===== config.mk =====
export PLATFORM = sky130hd
export DESIGN_NAME = regfile_dumper
export DESIGN_NICKNAME = d
export VERILOG_FILES = /design/src/rtl/regfile_dumper_pkg.sv /design/src/rtl/regfile_dumper.sv
export SDC_FILE = /design/constraint.sdc
export NUM_CORES = 1
export LEC_CHECK = 0
export CAP_MARGIN = 20
export CORE_UTILIZATION = 40
export DETAILED_ROUTE_END_ITERATION = 16
export PLACE_DENSITY = 0.76
export SETUP_SLACK_MARGIN = 0.5
export SLEW_MARGIN = 10
export SYNTH_ARGS = -nofsm -noshare
export SYNTH_HDL_FRONTEND = slang
export SYNTH_SLANG_ARGS = --single-unit

===== constraint.sdc =====
create_clock -name clk -period 1.8 [get_ports clk]
set_input_delay 0.36 -clock clk [delete_from_list [all_inputs] [get_ports clk]]
set_output_delay 0.36 -clock clk [all_outputs]
set_load 0.01 [all_outputs]

===== src/rtl/regfile_dumper_pkg.sv =====
// ---------------------------------------------------------------------------
// regfile_dumper_pkg
//
// Shared definitions for the register-file debug dumper and the register file
// it reads. It holds the default register-file geometry, so both blocks agree
// on address and data width. It also holds the dumper's state enumeration.
//
// Contents:
//   REGFILE_ADDR_W  default register address width (32 registers)
//   REGFILE_DATA_W  default register data width
//   dumpState_e     dumper FSM states: IDLE, FETCH, SEND, CSUM, DONE
// ---------------------------------------------------------------------------
package regfile_dumper_pkg;

  localparam int REGFILE_ADDR_W = 5;
  localparam int REGFILE_DATA_W = 32;

  // CSUM exists in the encoding even when the checksum is compiled out. That
  // build simply never enters it.
  typedef enum logic [2:0] {
    IDLE  = 3'd0,
    FETCH = 3'd1,
    SEND  = 3'd2,
    CSUM  = 3'd3,
    DONE  = 3'd4
  } dumpState_e;

endpackage


===== src/rtl/regfile_dumper.sv =====
// ---------------------------------------------------------------------------
// regfile_dumper
//
// Debug read-out engine for the register file. A start pulse makes the block
// walk every register address through the register file's asynchronous test
// read port. Each word goes out on a valid/ready stream, tagged with its
// register index, and the final word is flagged with out_last.
//
// Optional feature (compile-time macro REGDUMP_CHECKSUM_EN):
//   When defined, the block keeps a running XOR of every captured word. It
//   emits that XOR as one extra word after the last register, with
//   out_addr=0 and out_last=1. In that build the last register's word has
//   out_last=0.
//
// Ports:
//   clk        in   system clock, rising edge
//   resetn     in   asynchronous active-low reset
//   start      in   one-cycle dump request, accepted only when idle
//   busy       out  high while a dump is in progress
//   done       out  one-cycle pulse after the final stream handshake
//   test_addr  out  registered address to the register-file test port
//   test_data  in   combinational register-file read data for test_addr
//   out_valid  out  stream word valid
//   out_ready  in   downstream ready
//   out_data   out  stream word
//   out_addr   out  register index of out_data
//   out_last   out  final word of the dump
// ---------------------------------------------------------------------------
module regfile_dumper
  import regfile_dumper_pkg::*;
#(
  parameter int ADDR_W = REGFILE_ADDR_W,
  parameter int DATA_W = REGFILE_DATA_W
) (
  input  logic              clk,
  input  logic              resetn,
  input  logic              start,
  output logic              busy,
  output logic              done,
  output logic [ADDR_W-1:0] test_addr,
  input  logic [DATA_W-1:0] test_data,
  output logic              out_valid,
  input  logic              out_ready,
  output logic [DATA_W-1:0] out_data,
  output logic [ADDR_W-1:0] out_addr,
  output logic              out_last
);

`ifdef REGDUMP_CHECKSUM_EN
  localparam bit CSUM_EN = 1'b1;
`else
  localparam bit CSUM_EN = 1'b0;
`endif

  localparam logic [ADDR_W-1:0] LAST_ADDR = {ADDR_W{1'b1}};

  dumpState_e r_state;
  dumpState_e w_nextState;

  logic [ADDR_W-1:0] r_addrCnt;
  logic [ADDR_W-1:0] r_testAddr;
  logic [DATA_W-1:0] r_outData;
  logic [ADDR_W-1:0] r_outAddr;
  logic              r_outValid;
  logic              r_outLast;
  logic              r_busy;
  logic              r_done;

  logic w_handshake;
  logic w_lastAddr;
  logic w_accept;
  logic w_capture;
  logic w_advance;

`ifdef REGDUMP_CHECKSUM_EN
  logic [DATA_W-1:0] r_csum;
  logic              w_csumLoad;
`endif

  // A handshake only counts while a word is actually presented. A ready
  // signal with no valid word is ignored.
  assign w_handshake = r_outValid & out_ready;
  assign w_lastAddr  = (r_addrCnt == LAST_ADDR);

  // State register.
  always_ff @(posedge clk or negedge resetn) begin
    if (!resetn) begin
      r_state <= IDLE;
    end else begin
      r_state <= w_nextState;
    end
  end

  // Next-state logic and the one-cycle strobes that steer the datapath.
  // start is looked at only in IDLE. A start pulse during a dump, or in the
  // DONE cycle, is therefore dropped.
  always_comb begin
    w_nextState = r_state;
    w_accept    = 1'b0;
    w_capture   = 1'b0;
    w_advance   = 1'b0;
`ifdef REGDUMP_CHECKSUM_EN
    w_csumLoad  = 1'b0;
`endif
    case (r_state)
      IDLE: begin
        if (start) begin
          w_accept    = 1'b1;
          w_nextState = FETCH;
        end
      end
      FETCH: begin
        w_capture   = 1'b1;
        w_nextState = SEND;
      end
      SEND: begin
        if (w_handshake) begin
          if (!w_lastAddr) begin
            w_advance   = 1'b1;
            w_nextState = FETCH;
          end else begin
`ifdef REGDUMP_CHECKSUM_EN
            w_csumLoad  = 1'b1;
            w_nextState = CSUM;
`else
            w_nextState = DONE;
`endif
          end
        end
      end
`ifdef REGDUMP_CHECKSUM_EN
      CSUM: begin
        if (w_handshake) begin
          w_nextState = DONE;
        end
      end
`endif
      DONE: begin
        w_nextState = IDLE;
      end
      default: begin
        w_nextState = IDLE;
      end
    endcase
  end

  // The address counter and the test-port address move together, and only on
  // the edge that enters FETCH. The register file therefore has a full cycle
  // to settle before capture. Both stop at the last address instead of
  // wrapping.
  always_ff @(posedge clk or negedge resetn) begin
    if (!resetn) begin
      r_addrCnt  <= '0;
      r_testAddr <= '0;
    end else if (w_accept) begin
      r_addrCnt  <= '0;
      r_testAddr <= '0;
    end else if (w_advance) begin
      r_addrCnt  <= r_addrCnt + 1'b1;
      r_testAddr <= r_testAddr + 1'b1;
    end
  end

  // Output word register. The word is captured at the end of FETCH, so a
  // register-file write landing on that same edge is not seen. Once a word is
  // presented, every out_* field holds until the handshake, which clears
  // valid. With the checksum enabled, the last register's handshake reloads
  // the register with the checksum word straight away, with no gap cycle.
  always_ff @(posedge clk or negedge resetn) begin
    if (!resetn) begin
      r_outData  <= '0;
      r_outAddr  <= '0;
      r_outValid <= 1'b0;
      r_outLast  <= 1'b0;
    end else if (w_capture) begin
      r_outData  <= test_data;
      r_outAddr  <= r_addrCnt;
      r_outValid <= 1'b1;
      r_outLast  <= w_lastAddr && !CSUM_EN;
`ifdef REGDUMP_CHECKSUM_EN
    end else if (w_csumLoad) begin
      r_outData  <= r_csum ^ '0;
      r_outAddr  <= '0;
      r_outValid <= 1'b1;
      r_outLast  <= 1'b1;
`endif
    end else if (w_handshake) begin
      r_outValid <= 1'b0;
    end
  end

`ifdef REGDUMP_CHECKSUM_EN
  // Running XOR of every captured word. It is cleared when a new dump is
  // accepted, so a dump that was cut short by reset leaves nothing behind.
  always_ff @(posedge clk or negedge resetn) begin
    if (!resetn) begin
      r_csum <= '0;
    end else if (w_accept) begin
      r_csum <= '0;
    end else if (w_capture) begin
      r_csum <= r_csum ^ test_data;
    end
  end
`endif

  // busy and done are registered from the next state. busy stays high
  // through the DONE cycle, and done is high only in that cycle.
  always_ff @(posedge clk or negedge resetn) begin
    if (!resetn) begin
      r_busy <= 1'b0;
      r_done <= 1'b0;
    end else begin
      r_busy <= (w_nextState != IDLE);
      r_done <= (w_nextState == DONE);
    end
  end

  assign busy      = r_busy;
  assign done      = r_done;
  assign test_addr = r_testAddr;
  assign out_valid = r_outValid;
  assign out_data  = r_outData;
  assign out_addr  = r_outAddr;
  assign out_last  = r_outLast;

endmodule

==> impl_metrics.csv, run 1 <==
group,metric,value,unit
setup_path,cp-start-kind,"flip-flop",
synthesis,synth_cells,156,
floorplanning,die_h,76.33,um
layout,multi_input_area,1061,um2
floorplanning,die_w,76.33,um
cts,max-clock-path-buffers,2,
timing,hold_viol,0,
timing,rsz0062_at_grt,"yes",
detailed_routing,wl_met1,2.564,mm
layout,area_growth,67.38,%
timing,slew_violations,0,
pwr,power_switching,1.811,mW
detailed_routing,first_pass_iters,4,
synthesis,synth.largest_area_cell,"dfrtp_1",
setup_path,end_kind,"flip-flop",
setup_path,critPathKind,"flip-flop to flip-flop",
detailed_routing,drt_iter0_drc,73,
floorplanning,initial_core_util,42.45,%
setup_path,slowest_stage,"or4_1",
run,drv_cap,0,
pwr,seq_power_share,33.8,%
floorplanning,dieArea,5826,um2
pwr,switching_share,31.57,%
pwr,ir_worst_vdd,0.7564,mV
timing,clock.fmax,0.5757,GHz
detailed_routing,viasPerCell,5.069,
layout,layout_commonest_cell,"dfrtp_1",
synthesis,ys_warn_count,0,
layout,utilization,71.06,%
synthesis,synth_cell_types,29,
detailed_routing,vias,1754,
setup_path,arrival,1980,ps
setup_path,path_delay_family,"simple AND/OR/NAND/NOR gates",
pwr,combPwrFrac,52.0,%
timing,setup_tns,0,ps
global_route,grt_pass1_wl,9.121,mm
timing,setup_viol,0,
cts,htreeDepth,2,
cts,cts_buffers,5,
synthesis,synth_top_area_share,61.16,%
cts,clock_latency,300,ps
detailed_routing,wirelength,5.756,mm
timing,slew_headroom,81.18,%
synthesis,ys_seq_elements,54,
timing,period_needed,1737,ps
detailed_routing,dr.max_layer_used,"met4",
setup_path,path_cells,"ha_2 > and3_4 > ha_4 > nand2b_4 > or4_1 > a21oi_2",
pwr,power_frac_clock,14.2,%
setup_path,worst_path_largest_cell_delay,440,ps
synthesis,yosysSeqAreaShare,61.16,%
cts,root_buffer,"clkbuf_8",
layout,seqCellArea,1356,um2
layout,final_cell_mix,"dfrtp_1, mux2_4, clkdlybuf4s50_1",
pwr,power_density,1551,nW/um2
layout,num-fill-cells,383,
detailed_routing,wl_met2,2.824,mm
detailed_routing,route.detailed.drc,0,
synthesis,avgSynthCellArea,14.16,um2
floorplanning,num_io_pins,82,
detailed_routing,antenna_left,0,
global_route,grt_max_degree,55,
synthesis,synthTopCellsByArea,"dfrtp_1, mux2_2, ha_1, nand3_1, a21oi_1",
cts,clock-sinks,54,
synthesis,syn_area,2210,um2
timing,fin_skew,10.54,ps
run_status,outcome,"finished clean",
cts,cts_tree,"yes",
global_route,first_global_vias,1800,
global_route,grtUsageTotal,19.84,%
setup_path,crit_fanout,6,
pwr,power.leakage,1.751,nW
setup_path,critPathBufInv,0,
detailed_routing,met3_length,277,um
floorplanning,placementRows,26,
global_route,antenna_found_initial,0,
synthesis,synth_nets,195,
worst_hold_path,hold_path.class,"input port to asynchronous set/reset pin",
layout,finish.net_count,315,
cts,clk_pin_slew,100,ps
placement,gp_congestion,0.8212,
timing,worst_slew_pin_slew,282.3,ps
detailed_routing,routedWlPerCell,16.64,um
pwr,power.internal,3.926,mW
setup_path,worstPathRequired,2040,ps
placement,port_buffers,81,
global_route,globalRouteOverflowTotal,0,
layout,num_antenna_cells,0,
timing,fin_crit_sh,96.51,%
floorplanning,core,5205,um2
layout,drive_gt1_share,55.07,%
placement,dp_hpwl,3.174,mm
## cells in the mapped netlist, drive strengths merged
library cell,instances
nand2b,2
mux2,38
or4,3
a21oi,6
inv,2
and3,3
buf,5
o211ai,3
nand4bb,1
ha,3
o21ai,3
o31ai,3
mux2i,2
nor2,1
or3,2
nor3,2
and4bb,1
o22ai,1
nand3b,1
nor2b,1
a211oi,1
nand3,7
nand2,6
or4b,1
clkbuf,3
dfrtp,54
nor4b,1
## logic make-up (layout without fill, tap and decap cells)
family	after synthesis	after routing	share of synthesized area, %
adders and majority gates	3	3	1.699
AOI/OAI and AO/OA	17	17	4.700
and+or+nand+nor	32	33	9.513
muxes	40	40	20.27
DFF	54	54	61.16
buffers and inverters	10	129	2.662
## cell type report
class | count | area share (%)
Clock buffer | 6 | 2.233
Multi-Input combinational cell | 93 | 28.69
Clock inverter | 1 | 0.8119
Timing Repair Buffer | 120 | 29.03
Inverter | 2 | 0.2030
Tap cell | 70 | 2.368
Sequential cell | 54 | 36.67
## flip-flops by register name (all words and copies together) (netlist names)
signal,count
test_addr,5
out_valid,1
r_state,3
out_addr,5
out_data,32
out_last,1
busy,1
r_addrCnt,5
done,1
## layer usage
metal,track usage [%],vias up
met5,0,-
met3,3.593,9
met2,32.52,71
met4,6.923,0
met1,26.44,862
li1,-,812
## metrics by stage
stage | area, um2 | cells | hold slack, ps | worst slack [ps] | power [mW]
after floorplan | 2255 | 156 | 64.41 | 180.2 | 3.048
after global placement | 3187 | 310 | 381.6 | -2.918 | 4.140
after global routing | 3699 | 346 | 60.01 | 10.71 | 6.056
after detailed placement | 3187 | 310 | 385.3 | -59.94 | 4.202
after CTS | 3707 | 340 | 50.02 | 97.96 | 5.563
final | 3699 | 346 | 43.61 | 62.85 | 5.737
## power groups by stage
stage	registers (mW)	clock network, mW	logic, mW
after floorplan	2.13	0	0.919
after global placement	1.93	0	2.21
after detailed placement	1.95	0	2.25
after CTS	1.92	0.840	2.80
after global routing	2.00	0.884	3.17
final	1.94	0.816	2.98
## path summary, 6_finish.rpt
check	startpoint	end	slack, ps	depth (start not counted)
worst max-delay path	r_addrCnt[1]$_DFFE_PN0P_	r_addrCnt[3]$_DFFE_PN0P_	60	6
worst min-delay path	resetn	out_addr[0]$_DFFE_PN0P_	40	2
worst max register to register	r_addrCnt[1]$_DFFE_PN0P_	r_addrCnt[3]$_DFFE_PN0P_	60	6
worst min register to register	out_data[4]$_DFFE_PN0P_	out_data[4]$_DFFE_PN0P_	510	1
max in group asynchronous	resetn	r_state[1]$_DFF_PN0_	1500	2
min in group clk	out_data[4]$_DFFE_PN0P_	out_data[4]$_DFFE_PN0P_	510	1
## repair_timing
item	4_1_cts	5_1_grt
cloned	5	0
resized for setup	143	70
pin swaps	5	2
hold endpoints to repair	0	0
hold buffers	0	0
setup endpoints to repair	95	89
setup buffers	18	6
## worst register-to-register path: cells and delay by family, from the launching register on
kind / cells / cell delay (ps)
simple gates: 3 / 790
compound gates: 1 / 130
flops: 1 / 400
fa+ha+maj: 2 / 360
(Power assumes the default switching activity.)
==> run 2: changes to the inputs <==
CAP_MARGIN = not set   (was 20)
SLEW_MARGIN = not set   (was 10)
==> results of run 2 <==
Final layout, timing and power as in run 1 (identical DEF).
